### src/rtl/seq_alu_issuer_pkg.sv
// Shared types for the sequential-ALU issuer: opcode encoding and defaults.
// Imported by the command FIFO and the issuer top.
package SEQ_ALU_PACKAGE;

    typedef enum logic [1:0] {
        ADD = 2'd0,
        SUB = 2'd1,
        AND = 2'd2,
        OR  = 2'd3
    } opcode_e;

    localparam int ISSUER_DEPTH_DEF = 4;
    localparam int OPC_W            = $bits(opcode_e);

    // Packed command width for a given operand width.
    function automatic int cmd_w(input int width);
        return OPC_W + 2 * width;
    endfunction

endpackage

### src/rtl/seq_alu_issuer_cmd_fifo.sv
// Command FIFO for the issuer: DEPTH entries (power of two), head always visible.
// Pointers wrap modulo DEPTH; full/empty come from an occupancy counter.
module seq_alu_cmd_fifo
    import SEQ_ALU_PACKAGE::*;
#(
    parameter int DW    = 10,
    parameter int DEPTH = ISSUER_DEPTH_DEF
) (
    input  logic          clk,
    input  logic          rst,
    input  logic          push_i,
    input  logic          pop_i,
    input  logic [DW-1:0] data_i,
    output logic          full_o,
    output logic          empty_o,
    output logic [DW-1:0] head_o
);

    localparam int AW = $clog2(DEPTH);

    logic [DW-1:0] mem_q [DEPTH];
    logic [AW-1:0] wr_ptr_q, rd_ptr_q;
    logic [AW:0]   count_q;
    logic          do_push, do_pop;

    assign full_o  = (count_q == (AW+1)'(DEPTH));
    assign empty_o = (count_q == '0);
    assign do_push = push_i && !full_o;
    assign do_pop  = pop_i && !empty_o;
    assign head_o  = mem_q[rd_ptr_q];

    // Pointer and occupancy bookkeeping; simultaneous push/pop keeps count.
    always_ff @(posedge clk or negedge rst) begin
        if (!rst) begin
            wr_ptr_q <= '0;
            rd_ptr_q <= '0;
            count_q  <= '0;
        end else begin
            if (do_push) wr_ptr_q <= wr_ptr_q + AW'(1);
            if (do_pop)  rd_ptr_q <= rd_ptr_q + AW'(1);
            unique case ({do_push, do_pop})
                2'b10:   count_q <= count_q + (AW+1)'(1);
                2'b01:   count_q <= count_q - (AW+1)'(1);
                default: count_q <= count_q;
            endcase
        end
    end

    // Storage; cleared on reset so the head never drives X to the ALU.
    always_ff @(posedge clk or negedge rst) begin
        if (!rst) begin
            for (int i = 0; i < DEPTH; i++) mem_q[i] <= '0;
        end else if (do_push) begin
            mem_q[wr_ptr_q] <= data_i;
        end
    end

endmodule

### src/rtl/seq_alu_issuer.sv
// Issues queued commands to a sequential ALU and captures results in order.
// Optional SEQ_ALU_ISSUER_STATS_EN adds an 8-bit wrapping issue counter.
module seq_alu_issuer
    import SEQ_ALU_PACKAGE::*;
#(
    parameter int WIDTH = 4,
    parameter int DEPTH = ISSUER_DEPTH_DEF
) (
    input  logic             clk,
    input  logic             rst,
    input  logic             cmd_valid,
    output logic             cmd_ready,
    input  opcode_e          cmd_opcode,
    input  logic [WIDTH-1:0] cmd_a,
    input  logic [WIDTH-1:0] cmd_b,
    output logic             alu_en,
    output opcode_e          alu_opcode,
    output logic [WIDTH-1:0] alu_a,
    output logic [WIDTH-1:0] alu_b,
    input  logic [WIDTH:0]   alu_c,
    output logic             res_valid,
    input  logic             res_ready,
    output logic [WIDTH:0]   res_data
`ifdef SEQ_ALU_ISSUER_STATS_EN
    ,
    output logic [7:0]       issue_cnt
`endif
);

    localparam int CW = cmd_w(WIDTH);

    logic [CW-1:0]  push_data, head;
    logic           fifo_full, fifo_empty;
    logic           issue, capture;
    logic           inflight_q, inflight_d;
    logic           res_valid_q, res_valid_d;
    logic [WIDTH:0] res_data_q, res_data_d;

    assign push_data = {cmd_opcode, cmd_a, cmd_b};

    seq_alu_cmd_fifo #(
        .DW    (CW),
        .DEPTH (DEPTH)
    ) u_fifo (
        .clk     (clk),
        .rst     (rst),
        .push_i  (cmd_valid),
        .pop_i   (issue),
        .data_i  (push_data),
        .full_o  (fifo_full),
        .empty_o (fifo_empty),
        .head_o  (head)
    );

    // The head is always presented; alu_en alone marks a real issue.
    assign alu_opcode = opcode_e'(head[CW-1 -: OPC_W]);
    assign alu_a      = head[2*WIDTH-1 -: WIDTH];
    assign alu_b      = head[WIDTH-1:0];

    assign cmd_ready = !fifo_full;
    assign capture   = inflight_q && (!res_valid_q || res_ready);
    assign issue     = !fifo_empty && (!inflight_q || capture);
    assign alu_en    = issue;
    assign res_valid = res_valid_q;
    assign res_data  = res_data_q;

    // Next state for the in-flight flag and the result register.
    always_comb begin
        inflight_d  = inflight_q;
        res_valid_d = res_valid_q;
        res_data_d  = res_data_q;
        if (issue) begin
            inflight_d = 1'b1;
        end else if (capture) begin
            inflight_d = 1'b0;
        end
        if (capture) begin
            res_valid_d = 1'b1;
            res_data_d  = alu_c;
        end else if (res_valid_q && res_ready) begin
            res_valid_d = 1'b0;
        end
    end

    // Control and result registers.
    always_ff @(posedge clk or negedge rst) begin
        if (!rst) begin
            inflight_q  <= 1'b0;
            res_valid_q <= 1'b0;
            res_data_q  <= '0;
        end else begin
            inflight_q  <= inflight_d;
            res_valid_q <= res_valid_d;
            res_data_q  <= res_data_d;
        end
    end

`ifdef SEQ_ALU_ISSUER_STATS_EN
    logic [7:0] issue_cnt_q;

    assign issue_cnt = issue_cnt_q;

    // Count issued commands, wrapping at 8 bits.
    always_ff @(posedge clk or negedge rst) begin
        if (!rst) begin
            issue_cnt_q <= '0;
        end else if (issue) begin
            issue_cnt_q <= issue_cnt_q + 8'd1;
        end
    end
`endif

endmodule

### config.mk
export PLATFORM = sky130hd
export DESIGN_NAME = seq_alu_issuer
export DESIGN_NICKNAME = d
export VERILOG_FILES = /design/src/rtl/seq_alu_issuer_pkg.sv /design/src/rtl/seq_alu_issuer_cmd_fifo.sv /design/src/rtl/seq_alu_issuer.sv
export SDC_FILE = /design/constraint.sdc
export NUM_CORES = 1
export LEC_CHECK = 0
export ABC_AREA = 0
export BUFFER_PORTS_ARGS = -buffer_cell sky130_fd_sc_hd__buf_2
export CAP_MARGIN = 20
export CORE_MARGIN = 1
export CORE_UTILIZATION = 32
export CTS_BUF_LIST = sky130_fd_sc_hd__clkbuf_4
export DETAILED_ROUTE_END_ITERATION = 10
export PLACE_DENSITY = 0.51
export SYNTH_ARGS = -nofsm -noshare
export SYNTH_HDL_FRONTEND = slang
export SYNTH_SLANG_ARGS = --single-unit
### constraint.sdc
create_clock -name clk -period 2.76 [get_ports clk]
set_input_delay 0.138 -clock clk [delete_from_list [all_inputs] [get_ports clk]]
set_output_delay 0.138 -clock clk [all_outputs]
set_load 0.02 [all_outputs]
==> run_summary.xml, run 1 <==
<?xml version="1.0" encoding="UTF-8"?>
<metrics>
  <group name="power">
    <metric name="power.share.combinational" unit="%">48.6</metric>
    <metric name="fin_total_pwr" unit="mW">3.55</metric>
    <metric name="power.switching" unit="mW">1.26</metric>
    <metric name="power.density" unit="nW/um^2">1210</metric>
    <metric name="cellLeakagePower" unit="nW">1.33</metric>
    <metric name="worst_ir_drop_vdd" unit="V">0.000635</metric>
    <metric name="power_switching_share" unit="%">35.5</metric>
    <metric name="internal-power" unit="mW">2.29</metric>
    <metric name="power.share.sequential" unit="%">41.8</metric>
    <metric name="clock_power_share" unit="%">9.5</metric>
  </group>
  <group name="clock_network">
    <metric name="worstSkewPairLatency" unit="ps">370</metric>
    <metric name="tritoncts" unit="">done</metric>
    <metric name="cts.repair.resized" unit="">0</metric>
    <metric name="ctsLongestPathBuffers" unit="">2</metric>
    <metric name="clk_root_buffer_cell" unit="">sky130_fd_sc_hd__clkbuf_4</metric>
    <metric name="cts_buffers" unit="">5</metric>
    <metric name="tritoncts_num_sinks" unit="">54</metric>
    <metric name="cts-hold-fix-buffers" unit="">4</metric>
    <metric name="htree_num_levels" unit="">2</metric>
    <metric name="cts.reportedPaths.clkPinSlew" unit="ps">160</metric>
    <metric name="post_cts_buffers" unit="">0</metric>
  </group>
  <group name="logic_synthesis">
    <metric name="netlist_area" unit="um^2">2570</metric>
    <metric name="syn_avg_cell_area" unit="um^2">17.5</metric>
    <metric name="ys_top_cells_by_area" unit="">sky130_fd_sc_hd__dfrtp_1, sky130_fd_sc_hd__mux2_4, sky130_fd_sc_hd__mux4_2</metric>
    <metric name="synthDominantAreaCellType" unit="">sky130_fd_sc_hd__dfrtp_1</metric>
    <metric name="synth-seq-area-share" unit="%">52.5</metric>
    <metric name="synth_nets" unit="">172</metric>
    <metric name="postSynth.topFlopCell" unit="">sky130_fd_sc_hd__dfrtp_1</metric>
    <metric name="number_of_distinct_library_cells_after_synthesis" unit="">21</metric>
    <metric name="share_of_synthesized_registers_carrying_an_async_set_or_reset" unit="%">100</metric>
    <metric name="synth_adder_area_share" unit="%">3.21</metric>
    <metric name="yosys_warnings" unit="">0</metric>
    <metric name="synth_largest_type_area_fraction" unit="%">52.5</metric>
    <metric name="synth.area.mux_share" unit="%">35.2</metric>
    <metric name="synth-seq-cells" unit="">54</metric>
    <metric name="syn_inst" unit="">147</metric>
    <metric name="synthXorXnorAreaFrac" unit="%">2.04</metric>
    <metric name="synth.cells.most_frequent" unit="">sky130_fd_sc_hd__dfrtp_1, sky130_fd_sc_hd__mux2_4, sky130_fd_sc_hd__mux4_2</metric>
    <metric name="number_of_flops_mapped_to_enable_cells_by_yosys" unit="">0</metric>
    <metric name="yosys.cell_count.top_type" unit="">sky130_fd_sc_hd__dfrtp_1</metric>
    <metric name="combinational_family_with_the_most_area_after_synthesis" unit="">multiplexers</metric>
    <metric name="post_synth_and_or_nand_nor_area_fraction" unit="%">4.23</metric>
    <metric name="synth-compound-area-share" unit="%">0</metric>
  </group>
  <group name="critical_path">
    <metric name="timing.reg2reg.setup_slack" unit="ps">650</metric>
    <metric name="worst_setup_path_start_kind" unit="">register</metric>
    <metric name="regToRegEndpoint" unit="">u_fifo.count_q[1]</metric>
    <metric name="cp-end-kind" unit="">output port</metric>
    <metric name="cp_data_required_time" unit="ps">2620</metric>
    <metric name="path_max_fanout" unit="">12</metric>
    <metric name="criticalPathCategory" unit="">reg -&gt; out</metric>
    <metric name="worst_ep_arrival_time" unit="ps">2020</metric>
    <metric name="ff2ff_path_depth" unit="">5</metric>
    <metric name="crit-reg2reg-launch" unit="">u_fifo.count_q[1]</metric>
  </group>
  <group name="timing">
    <metric name="worst_hold_margin" unit="ps">29.1</metric>
    <metric name="grt_setup_unrepaired" unit="">no</metric>
    <metric name="report.final.slew_viol_count" unit="">0</metric>
    <metric name="final.period_utilization" unit="%">78.2</metric>
    <metric name="max-slew-margin-rel" unit="%">49.0</metric>
    <metric name="maxClockFrequency" unit="MHz">463</metric>
    <metric name="setup_violations" unit="">0</metric>
    <metric name="period_needed" unit="ps">2160</metric>
    <metric name="timing.clock.skew" unit="ps">13.4</metric>
    <metric name="summed_negative_setup_slack_over_all_endpoints" unit="ps">0</metric>
    <metric name="finalHoldViolations" unit="">0</metric>
    <metric name="tightest_slew" unit="ps">765</metric>
  </group>
  <group name="outcome">
    <metric name="status" unit="">completed</metric>
  </group>
  <group name="detailed_routing">
    <metric name="routed_wire_length_per_instance" unit="um">16.8</metric>
    <metric name="antenna_left" unit="">0</metric>
    <metric name="vias" unit="">1376</metric>
    <metric name="drt-initial-drc-count" unit="">37</metric>
    <metric name="detail_route.drc_violations" unit="">0</metric>
    <metric name="detail_route.wirelength" unit="um">4910</metric>
    <metric name="drt_pass1_iterations" unit="">4</metric>
    <metric name="drt-vias-per-instance" unit="">4.70</metric>
  </group>
  <group name="global_route">
    <metric name="overflow" unit="">0</metric>
    <metric name="first_pass_grt_wire_length" unit="um">8100</metric>
    <metric name="grt.total_usage" unit="%">12.7</metric>
    <metric name="antenna_violations_before_repair" unit="">0</metric>
    <metric name="grt_max_degree" unit="">55</metric>
    <metric name="grt_pass1_vias" unit="">1580</metric>
  </group>
  <group name="min_path">
    <metric name="min_from" unit="">cmd_b[0]</metric>
    <metric name="classification_of_the_worst_slack_hold_path" unit="">in -&gt; reg</metric>
    <metric name="worst_hold_path.num_cells" unit="">2</metric>
    <metric name="timing.hold.worst_endpoint" unit="">u_fifo.mem_q[20]</metric>
  </group>
  <group name="floorplanning">
    <metric name="core_region_area" unit="um^2">7770</metric>
    <metric name="rows" unit="">32</metric>
    <metric name="top_level_ports" unit="">37</metric>
    <metric name="total_die_area" unit="um^2">8400</metric>
    <metric name="floorplan.die.height" unit="um">91.7</metric>
    <metric name="start_util" unit="%">33.1</metric>
    <metric name="die_w" unit="um">91.7</metric>
  </group>
  <group name="placement">
    <metric name="detailed_place.area" unit="um^2">2820</metric>
    <metric name="io_buffer_count" unit="">36</metric>
    <metric name="hpwl" unit="um">3290</metric>
    <metric name="gp_routability_congestion" unit="">0.717</metric>
  </group>
  <group name="final_layout">
    <metric name="n_antenna_cell" unit="">0</metric>
    <metric name="seq_area" unit="um^2">1350</metric>
    <metric name="n_fill_cell" unit="">753</metric>
    <metric name="final_cell_utilization_of_the_core" unit="%">38.0</metric>
    <metric name="multi_input_comb_area" unit="um^2">1150</metric>
    <metric name="area.growth.synth_to_final" unit="%">14.6</metric>
    <metric name="final_net_count" unit="">215</metric>
    <metric name="postLayoutCellArea" unit="um^2">2950</metric>
    <metric name="layout_cells_sized_above_1" unit="%">55.0</metric>
  </group>
  <group name="run">
    <metric name="cap_violations" unit="">0</metric>
  </group>
</metrics>
## power groups by stage
stage | clock network, mW | logic [mW] | registers [mW]
global placement | 0 | 1.69 | 1.47
finish | 0.339 | 1.73 | 1.49
CTS | 0.361 | 1.75 | 1.49
global route | 0.387 | 1.86 | 1.55
floorplan | 0 | 1.45 | 1.38
detailed placement | 0 | 1.74 | 1.51
## kinds of logic after synthesis
group | after synthesis
muxes | 57
DFF | 54
and+or+nand+nor | 15
buffers and inverters | 9
xor gates and xnor gates | 6
adders and majority gates | 6
## state kept, by name, summed over array words and instances, names as in the netlist
name             flops
inflight_q           1
res_data             5
u_fifo.rd_ptr_q      2
res_valid            1
u_fifo.count_q       3
u_fifo.mem_q        40
u_fifo.wr_ptr_q      2
## layer usage
metal / part of all wire (%) / vias to the layer above / track usage [%] / wire (um)
met1: 44 / 729 / 15.6 / 2170
met5: 0 / - / 0 / 0
li1: - / 608 / - / -
met2: 51 / 34 / 22.4 / 2490
met3: 4.4 / 5 / 3.23 / 217
met4: 0.59 / 0 / 2.78 / 29
## final cells by class
type                    instances  share of cell area [%]
multi-input cells              84                    38.9
repair buffers                 43                    8.82
well taps                     102                    4.33
clock buffers                   5                    1.27
flip-flops and latches         54                    45.8
inverters                       2                   0.255
clock inverters                 3                   0.552
## critical path, cell delays in order (launching register included)
cell	delay (ps)
sky130_fd_sc_hd__dfrtp_1	870
sky130_fd_sc_hd__mux4_2	610
sky130_fd_sc_hd__buf_2	180
## cell usage in the layout (no fill, tap or decap), drive strengths merged
cell type     n
fa            1
nand2         3
xnor2         3
ha            5
nor2b         1
buf          37
nand2b        2
and3          4
inv           2
clkinv        2
nor3          1
xor2          3
nor2          1
mux2         47
or3b          1
dfrtp        54
and3b         1
dlygate4sd3   6
clkbuf        5
mux4         10
clkinvlp      1
nand3b        1
## per-stage QoR
stage	worst slack, ps	std cells
final	602	293
after global routing	437	293
after CTS	508	290
after detailed placement	661	278
after global placement	735	278
after floorplan	667	147
## worst max-delay path by stage
stage / to / start / slack, ps / depth (start not counted)
floorplan: u_fifo.count_q[1] / res_valid / 670 / 5
global placement: u_fifo.count_q[1] / u_fifo.count_q[1] / 730 / 5
detailed placement: u_fifo.count_q[1] / u_fifo.count_q[1] / 660 / 5
CTS: alu_opcode[1] / u_fifo.rd_ptr_q[0] / 510 / 2
global route: alu_b[2] / u_fifo.rd_ptr_q[0] / 440 / 2
finish: alu_opcode[1] / u_fifo.rd_ptr_q[0] / 600 / 2
Note: power is estimated with default switching activity, not from simulation.
==> run 2: changes to the inputs <==
--- a/config.mk
+++ b/config.mk
@@ -12,7 +12,7 @@
 export CORE_UTILIZATION = 32
 export CTS_BUF_LIST = sky130_fd_sc_hd__clkbuf_4
 export DETAILED_ROUTE_END_ITERATION = 10
-export PLACE_DENSITY = 0.51
+export PLACE_DENSITY = 0.52
 export SYNTH_ARGS = -nofsm -noshare
 export SYNTH_HDL_FRONTEND = slang
 export SYNTH_SLANG_ARGS = --single-unit
==> constraint.sdc (replaced) <==
create_clock -name clk -period 1.9 [get_ports clk]
set_input_delay 0.095 -clock clk [delete_from_list [all_inputs] [get_ports clk]]
set_output_delay 0.095 -clock clk [all_outputs]
set_load 0.02 [all_outputs]
==> run 2 against run 1 <==
Core utilization increased by 2.4 points. Final area up 6.3%. Critical path depth increased by 3. Power increased by 51%. Setup slack worse by 580 ps. Via count grew 3.7%. First-iteration DRC count down 5.4%. Critical path type is now reg -> reg.
==> run_summary.xml, run 2 (synthesis results as in run 1) <==
<?xml version="1.0" encoding="UTF-8"?>
<metrics>
  <group name="min_path">
    <metric name="classification_of_the_worst_slack_hold_path" unit="">in -&gt; reg</metric>
    <metric name="worst_hold_path.num_cells" unit="">3</metric>
    <metric name="min_from" unit="">res_ready</metric>
    <metric name="timing.hold.worst_endpoint" unit="">res_valid</metric>
  </group>
  <group name="final_layout">
    <metric name="largest_register_ff_count" unit="">40</metric>
    <metric name="postLayoutCellArea" unit="um^2">3130</metric>
    <metric name="final_cell_utilization_of_the_core" unit="%">40.4</metric>
    <metric name="top_register" unit="">u_fifo.mem_q</metric>
    <metric name="area.growth.synth_to_final" unit="%">21.8</metric>
    <metric name="final_cell_mix" unit="">sky130_fd_sc_hd__dfrtp_1, sky130_fd_sc_hd__mux2_4, sky130_fd_sc_hd__buf_2</metric>
    <metric name="most_frequent_standard_cell_in_the_layout_excluding_fill_and_tap_cells" unit="">sky130_fd_sc_hd__dfrtp_1</metric>
    <metric name="n_antenna_cell" unit="">0</metric>
    <metric name="layout_cells_sized_above_1" unit="%">57.4</metric>
    <metric name="final_net_count" unit="">234</metric>
  </group>
  <group name="critical_path">
    <metric name="worst_ep_arrival_time" unit="ps">2140</metric>
    <metric name="cp_data_required_time" unit="ps">2160</metric>
    <metric name="crit-reg2reg-launch" unit="">u_fifo.count_q[0]</metric>
    <metric name="cp-end-kind" unit="">register</metric>
    <metric name="path_max_fanout" unit="">3</metric>
    <metric name="worst_setup_path_start_kind" unit="">register</metric>
    <metric name="regToRegEndpoint" unit="">u_fifo.count_q[1]</metric>
    <metric name="ff2ff_path_depth" unit="">5</metric>
    <metric name="criticalPathCategory" unit="">reg -&gt; reg</metric>
    <metric name="timing.reg2reg.setup_slack" unit="ps">20</metric>
  </group>
  <group name="timing">
    <metric name="report.final.slew_viol_count" unit="">0</metric>
    <metric name="final.period_utilization" unit="%">98.8</metric>
    <metric name="timing.clock.skew" unit="ps">18.2</metric>
    <metric name="max-slew-margin-rel" unit="%">43.3</metric>
    <metric name="finalHoldViolations" unit="">0</metric>
    <metric name="period_needed" unit="ps">1880</metric>
    <metric name="tightest_slew" unit="ps">851</metric>
    <metric name="maxClockFrequency" unit="MHz">533</metric>
    <metric name="grt_setup_unrepaired" unit="">yes</metric>
    <metric name="setup_violations" unit="">0</metric>
    <metric name="worst_hold_margin" unit="ps">23.0</metric>
  </group>
  <group name="floorplanning">
    <metric name="total_die_area" unit="um^2">8400</metric>
    <metric name="rows" unit="">32</metric>
    <metric name="floorplan.die.height" unit="um">91.7</metric>
    <metric name="die_w" unit="um">91.7</metric>
    <metric name="start_util" unit="%">33.1</metric>
    <metric name="top_level_ports" unit="">37</metric>
    <metric name="core_region_area" unit="um^2">7770</metric>
  </group>
  <group name="placement">
    <metric name="detailed_place.area" unit="um^2">2900</metric>
    <metric name="hpwl" unit="um">3480</metric>
    <metric name="io_buffer_count" unit="">36</metric>
    <metric name="gp_routability_congestion" unit="">0.738</metric>
  </group>
  <group name="detailed_routing">
    <metric name="drt-initial-drc-count" unit="">35</metric>
    <metric name="antenna_left" unit="">0</metric>
    <metric name="vias" unit="">1427</metric>
    <metric name="detail_route.wirelength" unit="um">5140</metric>
    <metric name="drt-vias-per-instance" unit="">4.59</metric>
    <metric name="routed_wire_length_per_instance" unit="um">16.5</metric>
    <metric name="drt_pass1_iterations" unit="">4</metric>
    <metric name="detail_route.drc_violations" unit="">0</metric>
  </group>
  <group name="outcome">
    <metric name="status" unit="">completed</metric>
  </group>
  <group name="clock_network">
    <metric name="tritoncts_num_sinks" unit="">54</metric>
    <metric name="worstSkewPairLatency" unit="ps">370</metric>
    <metric name="tritoncts" unit="">done</metric>
    <metric name="cts.reportedPaths.clkPinSlew" unit="ps">140</metric>
    <metric name="clk_root_buffer_cell" unit="">sky130_fd_sc_hd__clkbuf_4</metric>
    <metric name="cts_buffers" unit="">5</metric>
    <metric name="ctsLongestPathBuffers" unit="">2</metric>
    <metric name="htree_num_levels" unit="">2</metric>
  </group>
  <group name="global_route">
    <metric name="grt.total_usage" unit="%">13.4</metric>
    <metric name="grt_max_degree" unit="">39</metric>
    <metric name="grt_pass1_vias" unit="">1640</metric>
    <metric name="first_pass_grt_wire_length" unit="um">8590</metric>
    <metric name="overflow" unit="">0</metric>
    <metric name="antenna_violations_before_repair" unit="">0</metric>
  </group>
  <group name="power">
    <metric name="worst_ir_drop_vdd" unit="V">0.000657</metric>
    <metric name="power.share.sequential" unit="%">39.0</metric>
    <metric name="power.share.combinational" unit="%">51.6</metric>
    <metric name="power_switching_share" unit="%">35.1</metric>
    <metric name="internal-power" unit="mW">3.49</metric>
    <metric name="cellLeakagePower" unit="nW">1.42</metric>
    <metric name="power.switching" unit="mW">1.89</metric>
    <metric name="fin_total_pwr" unit="mW">5.38</metric>
    <metric name="power.density" unit="nW/um^2">1720</metric>
    <metric name="clock_power_share" unit="%">9.3</metric>
  </group>
  <group name="run">
    <metric name="cap_violations" unit="">0</metric>
  </group>
</metrics>
## run 2: worst max-delay path by stage
stage	startpoint	end	cells after the start	slack [ps]
finish	u_fifo.count_q[0]	u_fifo.count_q[1]	5	20
global placement	u_fifo.count_q[1]	u_fifo.count_q[1]	5	80
CTS	u_fifo.count_q[1]	u_fifo.count_q[1]	5	20
detailed placement	u_fifo.count_q[1]	u_fifo.count_q[1]	5	10
global route	u_fifo.count_q[0]	u_fifo.count_q[1]	5	-10
floorplan	res_valid	u_fifo.count_q[1]	5	-10
## run 2: metrics by stage
step           TNS (ps)  setup WS (ps)  instances
2_1_floorplan     -12.8          -12.8        147
3_3_place_gp          0           76.7        286
3_5_place_dp          0           12.7        286
4_1_cts               0           20.7        307
5_1_grt           -13.6          -13.6        311
6_report              0           22.3        311
## run 2: layout make-up
cell class              instances  area [um^2]
fillers                       721         4630
inverters                       2         7.51
repair buffers                 62          415
flip-flops and latches         54         1350
clock buffers                   6         45.0
clock inverters                 1         7.51
multi-input cells              84         1180
well taps                     102          128
## run 2: critical path, stage by stage, from the launching register on
cell                      delay, ps
sky130_fd_sc_hd__dfrtp_1        440
sky130_fd_sc_hd__or3b_4         440
sky130_fd_sc_hd__nand2_4         80
sky130_fd_sc_hd__ha_4           130
sky130_fd_sc_hd__fa_1           420
sky130_fd_sc_hd__mux2_2         280
## run 2: what timing repair did
action                                 in CTS  in global routing
endpoints found under the hold margin      66                  7
setup endpoints to repair                   1                  3
pin swaps                                   0                  2
resized for setup                           1                  2
hold buffers                               14                  2
buffers inserted                            0                  2
## run 2: power by group through the flow
stage | Clock, mW | Sequential [mW] | Combinational [mW]
final | 0.501 | 2.10 | 2.78
after global routing | 0.580 | 2.16 | 2.99
after floorplan | 0 | 2.00 | 2.14
after detailed placement | 0 | 2.11 | 2.75
after global placement | 0 | 2.05 | 2.68
after CTS | 0.518 | 2.08 | 2.80
## run 2: routing by layer
layer | part of all wire [%] | global-route usage (%)
met3 | 4.3 | 3.07
met1 | 47 | 17.9
met5 | 0 | 0
met4 | 0.99 | 3.44
met2 | 48 | 21.9
==> run 3: changes to the inputs <==
==> constraint.sdc (replaced) <==
create_clock -name clk -period 1.9 [get_ports clk]
set_input_delay 0.38 -clock clk [delete_from_list [all_inputs] [get_ports clk]]
set_output_delay 0.38 -clock clk [all_outputs]
set_load 0.02 [all_outputs]
==> run 3 against run 2 <==
The flow now finishes with violations (setup timing). Die area unchanged. Setup slack worse by 140 ps. Core utilization down 0.18 points. Final area down 0.44%. Global-route usage up 0.073 points. Sequential share of layout area up 0.23 points. Highest routed layer unchanged.
==> run_summary.xml, run 3 (synthesis results as in run 1) <==
<?xml version="1.0" encoding="UTF-8"?>
<metrics>
  <group name="outcome">
    <metric name="status" unit="">finished, violations left</metric>
    <metric name="failed_checks" unit="">setup timing</metric>
  </group>
  <group name="placement">
    <metric name="dp_slack" unit="ps">-31.4</metric>
    <metric name="gp_routability_congestion" unit="">0.702</metric>
    <metric name="hpwl" unit="um">3480</metric>
    <metric name="placedCellCount" unit="">286</metric>
    <metric name="io_buffer_count" unit="">36</metric>
  </group>
  <group name="timing">
    <metric name="setup_violations" unit="">11</metric>
    <metric name="report.final.slew_viol_count" unit="">0</metric>
    <metric name="tightest_slew" unit="ps">682</metric>
    <metric name="worst_hold_margin" unit="ps">102</metric>
    <metric name="timing.clock.skew" unit="ps">6.33</metric>
    <metric name="max-slew-margin-rel" unit="%">54.5</metric>
    <metric name="finalHoldViolations" unit="">0</metric>
    <metric name="maxClockFrequency" unit="MHz">496</metric>
    <metric name="grt_setup_unrepaired" unit="">yes</metric>
    <metric name="post-route-worst-setup-slack" unit="ps">-115</metric>
    <metric name="final.period_utilization" unit="%">106</metric>
    <metric name="period_needed" unit="ps">2020</metric>
  </group>
  <group name="power">
    <metric name="power.share.sequential" unit="%">36.5</metric>
    <metric name="clock_power_share" unit="%">9.4</metric>
    <metric name="power.density" unit="nW/um^2">1870</metric>
    <metric name="worst_ir_drop_vdd" unit="V">0.000709</metric>
    <metric name="fin_total_pwr" unit="mW">5.83</metric>
    <metric name="power.switching" unit="mW">2.01</metric>
    <metric name="power_switching_share" unit="%">34.5</metric>
    <metric name="cellLeakagePower" unit="nW">1.42</metric>
    <metric name="power.share.combinational" unit="%">54.1</metric>
    <metric name="internal-power" unit="mW">3.82</metric>
  </group>
  <group name="final_layout">
    <metric name="final_cell_utilization_of_the_core" unit="%">40.2</metric>
    <metric name="final_cell_mix" unit="">sky130_fd_sc_hd__dfrtp_1, sky130_fd_sc_hd__mux2_4, sky130_fd_sc_hd__buf_2</metric>
    <metric name="n_antenna_cell" unit="">0</metric>
    <metric name="finalNonFillerCells" unit="">301</metric>
    <metric name="multi_input_comb_area" unit="um^2">1190</metric>
    <metric name="final_net_count" unit="">223</metric>
    <metric name="seq_area" unit="um^2">1350</metric>
    <metric name="n_fill_cell" unit="">729</metric>
    <metric name="area.growth.synth_to_final" unit="%">21.3</metric>
    <metric name="largest_register_ff_count" unit="">40</metric>
    <metric name="top_register" unit="">u_fifo.mem_q</metric>
    <metric name="most_frequent_standard_cell_in_the_layout_excluding_fill_and_tap_cells" unit="">sky130_fd_sc_hd__dfrtp_1</metric>
    <metric name="layout_cells_sized_above_1" unit="%">64.3</metric>
  </group>
  <group name="critical_path">
    <metric name="crit_path_max_incr_delay" unit="ps">530</metric>
    <metric name="worst_setup_path_start_kind" unit="">register</metric>
    <metric name="ff2ff_path_depth" unit="">5</metric>
    <metric name="regToRegEndpoint" unit="">u_fifo.count_q[1]</metric>
    <metric name="crit-reg2reg-launch" unit="">u_fifo.count_q[1]</metric>
    <metric name="timing.reg2reg.setup_slack" unit="ps">0</metric>
    <metric name="cp_data_required_time" unit="ps">1520</metric>
    <metric name="cp-end-kind" unit="">output port</metric>
    <metric name="worst_path_max_delay_cell" unit="">sky130_fd_sc_hd__mux4_2</metric>
    <metric name="path_max_fanout" unit="">5</metric>
    <metric name="criticalPathCategory" unit="">reg -&gt; out</metric>
    <metric name="critical-path-top-cell-by-count" unit="">sky130_fd_sc_hd__buf_6</metric>
    <metric name="path_cells" unit="">buf_6 -&gt; mux4_2 -&gt; buf_6</metric>
    <metric name="worst_ep_arrival_time" unit="ps">1640</metric>
  </group>
  <group name="clock_network">
    <metric name="tritoncts" unit="">done</metric>
    <metric name="clk_root_buffer_cell" unit="">sky130_fd_sc_hd__clkbuf_4</metric>
    <metric name="cts.reportedPaths.clkPinSlew" unit="ps">170</metric>
    <metric name="worstSkewPairLatency" unit="ps">380</metric>
    <metric name="ctsLongestPathBuffers" unit="">2</metric>
    <metric name="tritoncts_num_sinks" unit="">54</metric>
    <metric name="htree_num_levels" unit="">2</metric>
    <metric name="cts_buffers" unit="">5</metric>
  </group>
  <group name="detailed_routing">
    <metric name="drt_pass1_iterations" unit="">2</metric>
    <metric name="drt-initial-drc-count" unit="">37</metric>
    <metric name="routed_wire_length_per_instance" unit="um">16.9</metric>
    <metric name="vias" unit="">1385</metric>
    <metric name="detail_route.drc_violations" unit="">0</metric>
    <metric name="drt-vias-per-instance" unit="">4.60</metric>
    <metric name="detail_route.wirelength" unit="um">5080</metric>
    <metric name="antenna_left" unit="">0</metric>
  </group>
  <group name="floorplanning">
    <metric name="core_region_area" unit="um^2">7770</metric>
    <metric name="floorplan.die.height" unit="um">91.7</metric>
    <metric name="die_w" unit="um">91.7</metric>
    <metric name="start_util" unit="%">33.1</metric>
    <metric name="rows" unit="">32</metric>
    <metric name="top_level_ports" unit="">37</metric>
    <metric name="total_die_area" unit="um^2">8400</metric>
  </group>
  <group name="global_route">
    <metric name="grt_max_degree" unit="">55</metric>
    <metric name="grt.total_usage" unit="%">13.4</metric>
    <metric name="first_pass_grt_wire_length" unit="um">8630</metric>
    <metric name="antenna_violations_before_repair" unit="">0</metric>
    <metric name="grt_pass1_vias" unit="">1660</metric>
    <metric name="overflow" unit="">0</metric>
  </group>
  <group name="min_path">
    <metric name="classification_of_the_worst_slack_hold_path" unit="">in -&gt; async</metric>
  </group>
  <group name="run">
    <metric name="cap_violations" unit="">0</metric>
  </group>
</metrics>
run 3: power groups by stage:
stage / registers [mW] / logic (mW) / clock network (mW)
2_1_floorplan: 2.00 / 2.14 / 0
3_3_place_gp: 2.05 / 2.68 / 0
3_5_place_dp: 2.12 / 2.75 / 0
4_1_cts: 2.11 / 3.13 / 0.577
5_1_grt: 2.21 / 3.38 / 0.626
6_report: 2.13 / 3.16 / 0.551
run 3: layout make-up:
| class | count | area share, % |
|---|---|---|
| clock buffer | 5 | 1.20 |
| clock inverter | 3 | 0.922 |
| inverter | 2 | 0.241 |
| multi-input combinational | 84 | 38.2 |
| sequential | 54 | 43.4 |
| tap | 102 | 4.09 |
| timing repair buffer | 51 | 11.9 |
run 3: worst max path at each step:
stage	startpoint	end
5_1_grt	u_fifo.rd_ptr_q[0]	alu_opcode[0]
3_3_place_gp	res_ready	u_fifo.count_q[2]
3_5_place_dp	res_ready	u_fifo.count_q[2]
2_1_floorplan	res_valid	u_fifo.count_q[1]
6_report	u_fifo.rd_ptr_q[0]	alu_opcode[1]
4_1_cts	u_fifo.rd_ptr_q[0]	alu_a[0]
run 3: through the flow:
step | area, um^2 | TNS (ps)
floorplan | 2590 | -12.8
finish | 3120 | -991
global route | 3120 | -2010
global placement | 2900 | 0
CTS | 3060 | -1150
detailed placement | 2900 | -31.4
run 3: critical path, delay by kind of cell, from the launching register on:
| kind | cells | cell delay (ps) |
|---|---|---|
| mux | 1 | 530 |
| flops | 1 | 420 |
| buf+inv | 2 | 310 |
run 3: repair_timing:
action	in CTS	in global routing
endpoints found under the setup margin	12	14
hold buffers	0	0
resized for setup	27	5
endpoints found under the hold margin	0	0
pin swaps	1	5
buffers inserted	2	5
run 3: routing by layer:
metal | share of wire (%) | global-route usage [%] | wire length, um
met1 | 44 | 16.6 | 2220
met2 | 52 | 23.6 | 2630
met3 | 4.3 | 3.40 | 220
met4 | 0.20 | 3.04 | 10
met5 | 0 | 0 | 0
